File: src/rtl/pri_enc_pend.sv
// Pending-request latch with a registered priority grant and hold-until-ack semantics.
// Define PRI_ENC_RR_EN for round-robin selection; otherwise the highest index wins.
module pri_enc_pend #(
    parameter  int N = 8,
    localparam int W = $clog2(N)
) (
    input  logic         clk,
    input  logic         rst,
    input  logic         en,
    input  logic [N-1:0] req,
    input  logic         ack,
    output logic [W-1:0] out_idx,
    output logic         out_valid,
    output logic [N-1:0] pend
);

    logic [N-1:0] pend_q, pend_d;
    logic [N-1:0] clr;
    logic [W-1:0] out_idx_q, out_idx_d;
    logic         out_valid_q, out_valid_d;
    logic         accept;
    logic         reselect;
    logic [W-1:0] sel;
    logic         hit;

`ifdef PRI_ENC_RR_EN
    logic [W-1:0] ptr_q, ptr_d;
    int           dist;
    int           best;
`endif

    always_comb begin
        accept = ack && out_valid_q;
        clr    = '0;
        if (accept) clr[out_idx_q] = 1'b1;
        pend_d   = (pend_q & ~clr) | (en ? req : '0);
        reselect = !out_valid_q || accept;
    end

`ifdef PRI_ENC_RR_EN
    // Search order starts just past the last granted index and wraps at N.
    always_comb begin
        ptr_d = accept ? out_idx_q : ptr_q;
        sel   = '0;
        hit   = 1'b0;
        best  = N;
        dist  = 0;
        for (int i = 0; i < N; i++) begin
            if (pend_d[i]) begin
                dist = i - int'(ptr_d) - 1;
                if (dist < 0) dist = dist + N;
                if (dist < best) begin
                    best = dist;
                    sel  = W'(i);
                    hit  = 1'b1;
                end
            end
        end
    end
`else
    always_comb begin
        sel = '0;
        hit = 1'b0;
        for (int i = 0; i < N; i++) begin
            if (pend_d[i]) begin
                sel = W'(i);
                hit = 1'b1;
            end
        end
    end
`endif

    // Grant is held while unacknowledged; no preemption.
    always_comb begin
        out_valid_d = out_valid_q;
        out_idx_d   = out_idx_q;
        if (reselect) begin
            out_valid_d = hit;
            if (hit) out_idx_d = sel;
        end
    end

    always_ff @(posedge clk) begin
        if (rst) begin
            pend_q      <= '0;
            out_idx_q   <= '0;
            out_valid_q <= 1'b0;
        end else begin
            pend_q      <= pend_d;
            out_idx_q   <= out_idx_d;
            out_valid_q <= out_valid_d;
        end
    end

`ifdef PRI_ENC_RR_EN
    always_ff @(posedge clk) begin
        if (rst) ptr_q <= W'(N - 1);
        else     ptr_q <= ptr_d;
    end
`endif

    assign pend      = pend_q;
    assign out_idx   = out_idx_q;
    assign out_valid = out_valid_q;

endmodule

File: config.mk
export PLATFORM = sky130hd
export DESIGN_NAME = pri_enc_pend
export DESIGN_NICKNAME = d
export VERILOG_FILES = /design/src/rtl/pri_enc_pend.sv
export SDC_FILE = /design/constraint.sdc
export NUM_CORES = 1
export LEC_CHECK = 0
export BUFFER_PORTS_ARGS = -buffer_cell sky130_fd_sc_hd__buf_2
export CAP_MARGIN = 30
export CORE_MARGIN = 4
export CORE_UTILIZATION = 43
export DETAILED_ROUTE_END_ITERATION = 16
export PLACE_DENSITY = 0.73
export SLEW_MARGIN = 20
export SYNTH_ARGS = -nofsm -noshare
export SYNTH_HDL_FRONTEND = slang
export SYNTH_SLANG_ARGS = --single-unit
File: constraint.sdc
create_clock -name clk -period 1.5 [get_ports clk]
set_input_delay 0.3 -clock clk [delete_from_list [all_inputs] [get_ports clk]]
set_output_delay 0.3 -clock clk [all_outputs]
set_load 0.1 [all_outputs]
==> results of run 1 <==
==> flip-flops by register name (all words and copies together), names as in the netlist <==
| register | count |
|---|---|
| out_valid | 1 |
| out_idx | 3 |
| pend | 8 |
==> critical path: stages (launching register included) <==
cell and delay, ns:
dfxtp_4 0.35, or2_1 0.22, a221o_1 0.32, nand4b_4 0.18, o31a_1 0.36, o32ai_2 0.20
==> through the flow <==
step                      TNS (ns)  util (%)  instance area, sq um  setup WS [ns]
after global placement      -0.468      66.4                  1020         -0.143
after detailed placement    -0.614      66.4                  1020         -0.195
final                       -0.691      71.8                  1110         -0.210
after global routing        -0.928      71.8                  1110         -0.247
after floorplan             -0.784         -                   742         -0.282
after CTS                   -0.540      69.2                  1070         -0.169
==> synthesized netlist by cell type, types with 2 or more instances <==
master	n
dfxtp_1	12
nor2_1	9
a21oi_1	5
nand2b_1	5
inv_1	4
nand2_1	4
o21a_1	4
a221oi_1	3
o21ai_0	3
a22oi_1	2
clkbuf_1	2
mux2i_1	2
nor2b_1	2
o211ai_1	2
or2_1	2
==> cell families after synthesis <==
kind of cell | count (synthesis) | synth area share [%]
buffers and inverters | 7 | 4.74
multiplexers | 2 | 2.81
AND/OR/NAND/NOR | 30 | 25.8
AO/OA/AOI/OAI | 29 | 32.9
flip-flops | 12 | 33.7
==> cell type report <==
class	instances	area [sq um]	share of cell area [%]
clock buffer	4	36.3	3.28
timing repair buffer	45	298	26.9
sequential	12	270	24.4
inverter	4	15.0	1.36
multi-input combinational	61	467	42.2
tap	16	20.0	1.81
==> where the power goes <==
part           internal, uW  switching (uW)
registers               356            39.8
logic                   203             388
clock network           147             112
==> routing by layer <==
| metal | vias to the layer above | share of wire, % |
|---|---|---|
| met4 | 0 | 2.5 |
| met3 | 6 | 8.9 |
| met2 | 46 | 47 |
| met1 | 378 | 42 |
| li1 | 392 | - |
| met5 | - | 0 |
==> worst min path at each step <==
stage,from,endpoint,slack [ns]
6_report,req[0],pend[0]$_SDFF_PP0_,0.30
5_1_grt,req[7],pend[7]$_SDFF_PP0_,0.33
4_1_cts,req[0],pend[0]$_SDFF_PP0_,0.30
3_5_place_dp,pend[0]$_SDFF_PP0_,pend[0]$_SDFF_PP0_,0.51
3_3_place_gp,pend[0]$_SDFF_PP0_,pend[0]$_SDFF_PP0_,0.51
2_1_floorplan,req[2],pend[2]$_SDFF_PP0_,0.44
==> repair_timing <==
action	4_1_cts	5_1_grt
gates resized for setup	0	5
hold endpoints to repair	0	0
buffers inserted	1	1
pin swaps	3	5
endpoints found under the setup margin	4	6
==> reports/metrics.csv, run 1 <==
metric,value,unit
outcome,finished with violations,
violated checks,negative setup slack,
fin. max-slew vios,0,
H-tree Lvls,1,
worst min-delay path class,in2reg,
Tcrit/Tclk final,114,%
crit path DAT,1.89,ns
cell count after synthesis,80,
DR vias,822,
gr ovfl total,0,
Die X,48.7,microns
"Async S/R FF share, synth",0,%
Starting Density,46.2,%
IO Port Bufs,23,
grt met3 use,4.29,%
largest net degree at the start of global routing,15,
"Seq/Total Area, Yosys",33.7,%
drt drc,0,
layout cells sized above 1,54.0,%
endpoint class of the critical path,register,
maximum VDD drop,0.655,mV
Main synth FF type,dfxtp_1,
PwrDens,1130,mW/mm^2
Total Routing Usage GR,19.6,%
Non-Filler Instances,142,
core box area,0.00154,sq mm
final setup margin,-0.210,ns
endpoints failing setup,4,
worst hold path depth,3,
CTS Buffer Depth,2,
global-route wire length before repair,3750,microns
CTS tree,built,
clk_skew,0.00648,ns
largest area contributor in the netlist,dfxtp_1,
Critical Path Source,pend[0]$_SDFF_PP0_,
register-to-register setup slack,-0.21,ns
worst-case reg-to-reg path depth,5,
Final Hold Viols,0,
RePlAce Congestion,0.786,
"Net count, final",139,
DRT antenna net count,0,
hold slack,0.304,ns
fmax,585,MHz
Post-synth EDFFs,0,
final WL,2270,microns
post-synthesis cell type count,34,
Rows,14,
M2 GR Usage,31.7,%
Synth area leaders,"dfxtp_1 34%, nor2_1 4.7%, nand2b_1 4.4%",
fill cell count,120,
TritonRoute pass-1 iters,5,
Num CTS Buffers,3,
RSZ-0062 raised after global routing,yes,
Ant. Diodes,0,
RR Endpoint,out_idx[2]$_SDFFE_PP0P_,
Synth top area share,33.7,%
Ys Warns,0,
Clock transition at path regs,0.07,ns
"Clk Latency, worst-skew pair",0.27,ns
Pwr Total,1250,uW
"most common cell after layout, fill and taps aside",buf_4,
CTS Root Cell,clkbuf_4,
GRT busiest layer,met2,
DP HPWL,1700,microns
worst slew pin tran,0.488,ns
iteration-0 DRC count of the detailed router,32,
die area,0.00237,sq mm
Worst Setup EP,out_idx[2]$_SDFFE_PP0P_,
Via density,5.79,
Leak Pwr,0.000519,uW
Maximum Capacitance Violations,0,
Yosys reg bits,12,
syn nets,92,
Critical R2R Launch,pend[0]$_SDFF_PP0_,
CP Launch Type,register,
placed insts,136,
fin crit period,1.71,ns
most frequent cells in the layout,"22 x buf_4, 21 x buf_2, 9 x nor2_1",
area of the mapped netlist,712,sq um
Crit Path Class,reg2reg,
worst endpoint required time,1.68,ns
# clock sinks,12,
initial antenna violation count,0,
P&R area growth vs syn,55.4,%
hold_buf cts,0,
number of global-route vias before repair,800,
relative slew slack,67.7,%
Syn Area/Cell,8.90,sq um
GR Layer Usage met1,24.5,%
die height,48.7,microns
I/O pins,24,
Wirelength per Cell,16.0,microns
CP Max Fanout,4,
(Power assumes the default switching activity.)
==> run 2: changes to the inputs <==
Settings changed: CORE_UTILIZATION 43 to 40, PLACE_DENSITY 0.73 to 0.68.
==> run 2 against run 1 <==
  * Largest cell class unchanged
  * The flow still finishes with violations (negative setup slack)
  * Worst setup slack better by 0.040 ns
  * Core utilization down 5.9 points
  * Combinational power down 8.6%
  * Highest routed layer unchanged
  * Final area down 5.1%
  * Non-clock buffer count down 3
  * Fmax up 2.4%
  * Hold slack worse by 0.0057 ns
  * Clock skew down 0.0031 ns
  * Final cell count up 3.5%
  * Sequential cell count unchanged
  * Sequential share of layout area up 1.3 points
  * Critical path type unchanged
==> reports/metrics.csv, run 2 (synthesis gave the netlist of run 1 again) <==
metric,value,unit,change
endpoints failing setup,4,,unchanged
final setup margin,-0.170,ns,was -0.210 ns
Net Sw Frac,43.0,%,was 43.3%
number of global-route vias before repair,794,,was 800
CTS Buffer Depth,2,,unchanged
RePlAce Congestion,0.795,,was 0.786
clk_skew,0.00340,ns,was 0.00648 ns
maximum VDD drop,0.615,mV,was 0.655 mV
CP peak stage delay,0.34,ns,was 0.36 ns
Crit Path Class,reg2reg,,unchanged
iteration-0 DRC count of the detailed router,13,,was 32
max FFs per register,8,,unchanged
H-tree Lvls,1,,unchanged
combinational share of power,45.4,%,was 47.4%
sequential power share,32.8,%,was 31.8%
area of the multi-input gates,438,sq um,was 467 sq um
final WL,1910,microns,was 2270 microns
PwrDens,1130,mW/mm^2,about the same
Num CTS Buffers,3,,unchanged
fmax,599,MHz,was 585 MHz
Die X,50.2,microns,was 48.7 microns
worst endpoint required time,1.69,ns,was 1.68 ns
"Net count, final",136,,was 139
post-layout util,65.9,%,was 71.8%
# clock sinks,12,,unchanged
Net Sw Power,511,uW,was 539 uW
RSZ-0062 raised after global routing,yes,,unchanged
P&R area growth vs syn,47.5,%,was 55.4%
die area,0.00252,sq mm,was 0.00237 sq mm
Via density,5.30,,was 5.79
internal power component,678,uW,was 706 uW
gr ovfl total,0,,unchanged
"Clk Latency, worst-skew pair",0.27,ns,about the same
initial antenna violation count,0,,unchanged
I/O pins,24,,unchanged
Starting Density,44.7,%,was 46.2%
placed insts,143,,was 136
DP HPWL,1490,microns,was 1700 microns
CP max-delay cell,dfxtp_4,,was o31a_1
fin crit period,1.67,ns,was 1.71 ns
Ant. Diodes,0,,unchanged
die height,50.2,microns,was 48.7 microns
TritonRoute pass-1 iters,4,,was 5
global-route wire length before repair,3320,microns,was 3750 microns
setup bufs post-CTS,0,,was 1
endpoint class of the critical path,register,,unchanged
Non-Filler Instances,147,,was 142
Hold Crit Start,req[0],,unchanged
hold slack,0.298,ns,was 0.304 ns
most frequent cells in the layout,"22 x buf_2, 19 x buf_4, 9 x nor2_1",,"was 22 x buf_4, 21 x buf_2, 9 x nor2_1"
share of total power in the clock network,21.8,%,was 20.8%
fin. max-slew vios,0,,unchanged
Wirelength per Cell,13.0,microns,was 16.0 microns
worst slew pin tran,0.491,ns,was 0.488 ns
largest net degree at the start of global routing,15,,unchanged
Maximum Capacitance Violations,0,,unchanged
core box area,0.00159,sq mm,was 0.00154 sq mm
CP Launch Type,register,,unchanged
fill cell count,141,,was 120
Pwr Total,1190,uW,was 1250 uW
Critical Path Source,pend[1]$_SDFF_PP0_,,was pend[0]$_SDFF_PP0_
Clock transition at path regs,0.08,ns,was 0.07 ns
CP cell instances,or2_1 -> a221o_1 -> nand4b_4 -> o31a_1 -> o32ai_2,,unchanged
Reg area,270,sq um,unchanged
Rows,14,,unchanged
IO Port Bufs,23,,unchanged
Leak Pwr,0.000487,uW,was 0.000519 uW
relative slew slack,67.5,%,was 67.7%
worst min-delay path class,in2reg,,unchanged
hold_buf cts,0,,unchanged
crit path DAT,1.86,ns,was 1.89 ns
DRT antenna net count,0,,unchanged
Tcrit/Tclk final,111,%,was 114%
violated checks,negative setup slack,,unchanged
layout cells sized above 1,50.4,%,was 54.0%
CTS tree,built,,unchanged
CTS Root Cell,clkbuf_4,,unchanged
outcome,finished with violations,,unchanged
drt drc,0,,unchanged
Final Hold Viols,0,,unchanged
"most common cell after layout, fill and taps aside",buf_2,,was buf_4
CP Max Fanout,3,,was 4
Total Routing Usage GR,17.0,%,was 19.6%
DR vias,779,,was 822
Critical R2R Launch,pend[1]$_SDFF_PP0_,,was pend[0]$_SDFF_PP0_
run 2: cell count changes in the layout (fill, tap and decap cells not counted), sizes merged:
cell  before  now
buf       44   41
run 2: final cells by class:
cell class	instances	area share, %
flip-flops and latches	12	25.7
clock buffers	4	3.46
inverters	4	1.43
repair buffers	42	24.8
well taps	24	2.86
multi-input cells	61	41.7
run 2: worst max-delay path: cells and delay by family (launching register included):
kind            cells  cell delay [ns]
compound gates      3             0.84
flops               1             0.34
simple gates        2             0.40
run 2: stage by stage:
step | instance area, sq um | TNS (ns) | setup WS, ns
after floorplan | 742 | -0.784 | -0.282
after global placement | 1010 | -0.461 | -0.146
after detailed placement | 1010 | -0.538 | -0.170
after CTS | 1050 | -0.588 | -0.176
after global routing | 1050 | -0.853 | -0.243
final | 1050 | -0.567 | -0.170
run 2: timing repair:
item	in CTS	in global routing
gates resized for setup	0	1
endpoints found under the setup margin	4	5
pin swaps	0	2
run 2: final timing paths:
kind	endpoint	slack, ns	depth (start not counted)
setup reg to reg	out_idx[2]$_SDFFE_PP0P_	-0.17	5
setup / recovery	out_idx[2]$_SDFFE_PP0P_	-0.17	5
hold / removal	pend[0]$_SDFF_PP0_	0.30	3
hold reg to reg	pend[0]$_SDFF_PP0_	0.53	2
run 2: per-layer routing:
layer / up-vias / global-route usage [%] / wire (microns)
li1: 384 / - / -
met1: 369 / 20.7 / 892
met2: 21 / 28.5 / 873
met3: 5 / 3.25 / 101
met4: 0 / 8.29 / 38
met5: - / 0 / 0
run 2: power by group through the flow:
stage / sequential [uW] / clock [uW] / combinational [uW]
after global routing: 397 / 293 / 574
final: 390 / 260 / 540
after floorplan: 622 / 0 / 163
after CTS: 390 / 268 / 540
after global placement: 395 / 0 / 535
after detailed placement: 398 / 0 / 537
